==> src/rtl/ras_pkg.sv <==
// Shared definitions for the return address stack: operation codes and
// default geometry.
package ras_pkg;

   localparam logic [1:0] RAS_NOAC = 2'b00;
   localparam logic [1:0] RAS_PUSH = 2'b01;
   localparam logic [1:0] RAS_POP  = 2'b10;
   localparam logic [1:0] RAS_POPU = 2'b11;

   localparam int unsigned RAS_DATA_W = 64;
   localparam int unsigned RAS_DEPTH  = 16;

endpackage

==> src/rtl/ras_mem.sv <==
// Return address storage: flop array with async clear, one synchronous write
// port and one asynchronous read port.
module ras_mem #(
   parameter int unsigned DATA_W = 64,
   parameter int unsigned DEPTH  = 16,
   parameter int unsigned PTR_W  = $clog2(DEPTH)
) (
   input  logic              clock,
   input  logic              reset_n,
   input  logic              wr_en_i,
   input  logic [PTR_W-1:0]  wr_addr_i,
   input  logic [DATA_W-1:0] wr_data_i,
   input  logic [PTR_W-1:0]  rd_addr_i,
   output logic [DATA_W-1:0] rd_data_o
);

   logic [DATA_W-1:0] mem_q [DEPTH];

   always_ff @(posedge clock or negedge reset_n) begin
      if (!reset_n) begin
         for (int i = 0; i < int'(DEPTH); i++) begin
            mem_q[i] <= '0;
         end
      end else if (wr_en_i) begin
         mem_q[wr_addr_i] <= wr_data_i;
      end
   end

   assign rd_data_o = mem_q[rd_addr_i];

endmodule

==> src/rtl/ras_ckpt.sv <==
// Checkpointable return address stack: speculative push/pop from fetch,
// pointer/count restore with optional top-entry repair on retire flush.
module ras_ckpt
   import ras_pkg::*;
#(
   parameter int unsigned DATA_W = RAS_DATA_W,
   parameter int unsigned DEPTH  = RAS_DEPTH,
   parameter int unsigned PTR_W  = $clog2(DEPTH),
   parameter int unsigned CNT_W  = $clog2(DEPTH) + 1
) (
   input  logic              clock,
   input  logic              reset_n,
   input  logic              ctl_vld_i,
   input  logic [1:0]        ctl_i,
   input  logic [DATA_W-1:0] push_data_i,
   input  logic              flush_i,
   input  logic [PTR_W-1:0]  flush_ptr_i,
   input  logic [CNT_W-1:0]  flush_cnt_i,
   input  logic              flush_wr_i,
   input  logic [DATA_W-1:0] flush_data_i,
   output logic [DATA_W-1:0] top_data_o,
   output logic              top_vld_o,
   output logic [PTR_W-1:0]  ckpt_ptr_o,
   output logic [CNT_W-1:0]  ckpt_cnt_o
);

   localparam logic [CNT_W-1:0] CNT_FULL = CNT_W'(DEPTH);

   logic [PTR_W-1:0]  ptr_q, ptr_d;
   logic [CNT_W-1:0]  cnt_q, cnt_d;
   logic              wr_en;
   logic [PTR_W-1:0]  wr_addr;
   logic [DATA_W-1:0] wr_data;
   logic [DATA_W-1:0] rd_data;

   // Next state and the single write port; flush wins over any speculative op.
   always_comb begin
      ptr_d   = ptr_q;
      cnt_d   = cnt_q;
      wr_en   = 1'b0;
      wr_addr = ptr_q;
      wr_data = push_data_i;
      if (flush_i) begin
         ptr_d   = flush_ptr_i;
         cnt_d   = flush_cnt_i;
         wr_en   = flush_wr_i;
         wr_addr = flush_ptr_i;
         wr_data = flush_data_i;
      end else if (ctl_vld_i) begin
         case (ctl_i)
            RAS_NOAC: ;
            RAS_PUSH: begin
               ptr_d   = ptr_q + PTR_W'(1);
               wr_en   = 1'b1;
               wr_addr = ptr_q + PTR_W'(1);
               if (cnt_q != CNT_FULL) begin
                  cnt_d = cnt_q + CNT_W'(1);
               end
            end
            RAS_POP: begin
               if (cnt_q != '0) begin
                  ptr_d = ptr_q - PTR_W'(1);
                  cnt_d = cnt_q - CNT_W'(1);
               end
            end
            RAS_POPU: begin
               wr_en = 1'b1;
               if (cnt_q == '0) begin
                  cnt_d = CNT_W'(1);
               end
            end
         endcase
      end
   end

   always_ff @(posedge clock or negedge reset_n) begin
      if (!reset_n) begin
         ptr_q <= '0;
         cnt_q <= '0;
      end else begin
         ptr_q <= ptr_d;
         cnt_q <= cnt_d;
      end
   end

   ras_mem #(
      .DATA_W (DATA_W),
      .DEPTH  (DEPTH),
      .PTR_W  (PTR_W)
   ) u_mem (
      .clock     (clock),
      .reset_n   (reset_n),
      .wr_en_i   (wr_en),
      .wr_addr_i (wr_addr),
      .wr_data_i (wr_data),
      .rd_addr_i (ptr_q),
      .rd_data_o (rd_data)
   );

   assign top_data_o = rd_data;
   assign top_vld_o  = (cnt_q != '0);
   assign ckpt_ptr_o = ptr_d;
   assign ckpt_cnt_o = cnt_d;

endmodule

==> config.mk <==
export PLATFORM = sky130hd
export DESIGN_NAME = ras_ckpt
export DESIGN_NICKNAME = d
export VERILOG_FILES = /design/src/rtl/ras_pkg.sv /design/src/rtl/ras_mem.sv /design/src/rtl/ras_ckpt.sv
export SDC_FILE = /design/constraint.sdc
export NUM_CORES = 2
export LEC_CHECK = 0
export CAP_MARGIN = 15
export CORE_MARGIN = 5
export CORE_UTILIZATION = 65
export CTS_BUF_LIST = sky130_fd_sc_hd__clkbuf_4 sky130_fd_sc_hd__clkbuf_8 sky130_fd_sc_hd__clkbuf_16
export CTS_CLUSTER_DIAMETER = 100
export DETAILED_ROUTE_END_ITERATION = 10
export GPL_TIMING_DRIVEN = 0
export PLACE_DENSITY = 0.92
export REMOVE_ABC_BUFFERS = 1
export SYNTH_ARGS = -nofsm -noshare
export SYNTH_HDL_FRONTEND = slang
export SYNTH_SLANG_ARGS = --single-unit
==> constraint.sdc <==
create_clock -name clock -period 8.55 [get_ports clock]
set_clock_uncertainty 0.1 [all_clocks]
set_input_delay 0.855 -clock clock [delete_from_list [all_inputs] [get_ports clock]]
set_output_delay 0.855 -clock clock [all_outputs]
set_load 0.03 [all_outputs]
==> flow_summary.ini <==
[die]
start_util = 0.652
ios = 218
die_w_um = 280
die_h_um = 280
rows = 99
core_area_mm2 = 0.0727
fp.dieArea_mm2 = 0.0785

[cells_and_area]
final_common_cell = mux2_2
antenna_cells = 0
final_util = 0.757
syn_to_final_growth_pct = 16.0
nets = 3137
layout_common_cells = 1,062 x mux2_2, 1,029 x dfrtp_1, 320 x mux4_2
drive_gt1_frac = 0.543

[synthesis]
synth_top_flop_cell = dfrtp_1
ys_ff_latch = 1033
yosysSeqAreaShare = 0.545
yosysTopAreaCellShare = 0.545
ys_types = 47
synth_area_mm2 = 0.0474
syn-instance-count = 2842
synthTopCellsByArea = dfrtp_1 54%, mux2_2 25%, mux4_2 15%
yosysWarningCount = 0
postSynthAreaPerCell_um2 = 16.7
async_flop_share = 1.00
synth_enable_flop_cells = 0
synth_area_leader_cell = dfrtp_1

[placed_design]
io_buffers = 217
place_congestion = 0.834
hpwl_mm = 71.1

[global_routing]
grtUsageTotal = 0.308
antenna_found_initial = 0
grt_pass1_wl_mm = 186
grt_pass1_vias = 30571
grt_overflow = 0
grt_max_degree = 139

[detailed_routing]
drtPass1Iterations = 6
viasPerCell = 6.80
drt-initial-drc-count = 2295
wl_per_cell_um = 29.6
finalWirelength_mm = 119
ant_nets = 0
drc = 0
vias = 27377

[critical_path]
cp.required_ns = 7.60
reg2reg_from = ptr_q[0]
end_kind = output pin
path_max_fanout = 60
reg2reg_to = u_mem.mem_q[937]
worstSetupPathType = reg2out
reg2regPathDepth = 10
arrival_ns = 4.38
critPathLaunchType = register
r2r_slack_ns = 3.84

[clock_tree]
ctsResizeCount = 0
cts_root_buf = clkbuf_16
cts-hold-fix-buffers = 0
clk_pin_slew_ns = 0.06
cts_setup_buffers = 0
cts_sinks = 1033
insertion_delay_ns = 0.65
clockBufferDepth = 3
cts_max_level = 3
numCtsBuffers = 102
cts_tree = yes

[sta]
hold_viol = 0
worstMarginPinSlew_ns = 1.02
period_share = 0.624
min_period_ns = 5.34
relSlewSlack = 0.317
max_freq_mhz = 187
setup_viol = 0
rsz0062_at_grt = false
finalMaxSlewViolations = 0

[flow_run]
cap_viol_max_count = 0

[power]
powerDensity_mw_per_mm2 = 328
vdd.ir_drop.worst_v = 0.000185
finalPower_mw = 18.1
p_leak_nw = 23.0

[hold_path]
worstHoldPathType = in2async

[outcome]
outcome = complete, no violations
-- logic make-up (layout without fill, tap and decap cells) --
group / count (synthesis) / count (layout) / synth area share
AO/OA/AOI/OAI: 46 / 46 / 0.00630
XOR/XNOR: 3 / 3 / 0.000554
AND/OR/NAND/NOR: 71 / 71 / 0.00789
buffers and inverters: 265 / 491 / 0.0262
adder cells (fa/ha/maj): 11 / 11 / 0.00290
flip-flops: 1033 / 1033 / 0.545
multiplexers: 1413 / 1413 / 0.411
-- worst max-delay path, cell delays in order (launching register included) --
cell and delay [ns]:
dfrtp_4 1.02, buf_16 0.40, buf_16 0.36, buf_12 0.29, mux4_2 0.35, mux4_2 0.56, clkdlybuf4s50_1 0.64
-- cell usage after synthesis (all sizes together) (2+ instances only) --
| cell type | n |
|---|---|
| nand3 | 5 |
| nand3b | 2 |
| a31oi | 2 |
| a22oi | 3 |
| dfrtp | 1033 |
| a21oi | 4 |
| buf | 143 |
| o31ai | 5 |
| mux4 | 320 |
| and2 | 2 |
| inv | 13 |
| or2 | 3 |
| mux2i | 4 |
| nand2 | 21 |
| o21ai | 17 |
| nor2b | 3 |
| ha | 11 |
| nor2 | 20 |
| clkbuf | 109 |
| mux2 | 1089 |
| a21boi | 2 |
| xnor2 | 2 |
| nand2b | 2 |
| and3 | 2 |
| o22ai | 3 |
| nand4 | 7 |
-- flip-flops by register name, indices dropped and copies added (netlist names) --
register	count
cnt_q	5
u_mem.mem_q	1024
ptr_q	4
-- routing by layer --
layer	track usage	share of wire	up-vias
met5	0	0	-
met1	0.421	0.39	14771
met2	0.508	0.50	1293
met3	0.0538	0.068	358
met4	0.117	0.039	0
li1	-	-	10955
-- per-stage QoR --
| stage | TNS [ns] | worst slack, ns | area, µm² | hold WS [ns] | cells |
|---|---|---|---|---|---|
| detailed placement | 0 | 3.33 | 51400 | 0.373 | 3837 |
| finish | 0 | 3.21 | 55000 | 0.0537 | 4027 |
| global route | 0 | 3.06 | 55000 | 0.103 | 4027 |
| floorplan | -5647.24 | -5.35 | 46200 | 0.352 | 2590 |
| CTS | 0 | 3.21 | 55000 | 0.0558 | 4027 |
| global placement | - | -34.74 | 49600 | 0.362 | 3766 |
-- worst max-delay path by stage --
stage | from | endpoint | slack, ns | cells after the start
finish | ptr_q[1] | top_data_o[30] | 3.21 | 6
global route | ptr_q[0] | top_data_o[31] | 3.06 | 6
CTS | ptr_q[0] | top_data_o[11] | 3.21 | 6
detailed placement | ctl_i[1] | u_mem.mem_q[896] | 3.33 | 11
global placement | reset_n | u_mem.mem_q[129] | -34.74 | 1
floorplan | ptr_q[0] | u_mem.mem_q[128] | -5.35 | 7
-- final cells by class --
cell class              count  area, µm²
clock inverters            46        498
multi-input cells        1544      20400
well taps                 959       1200
clock buffers             144       3090
inverters                  13       48.8
flip-flops and latches   1033      25900
repair buffers            288       3910
fillers                  3753      17700
-- power breakdown --
group,internal (mW),total (mW),switching (mW)
registers,6.94,8.16,1.22
logic,3.16,5.18,2.02
clock network,2.79,4.72,1.93
total,12.9,18.1,5.16
(Power assumes the default switching activity.)
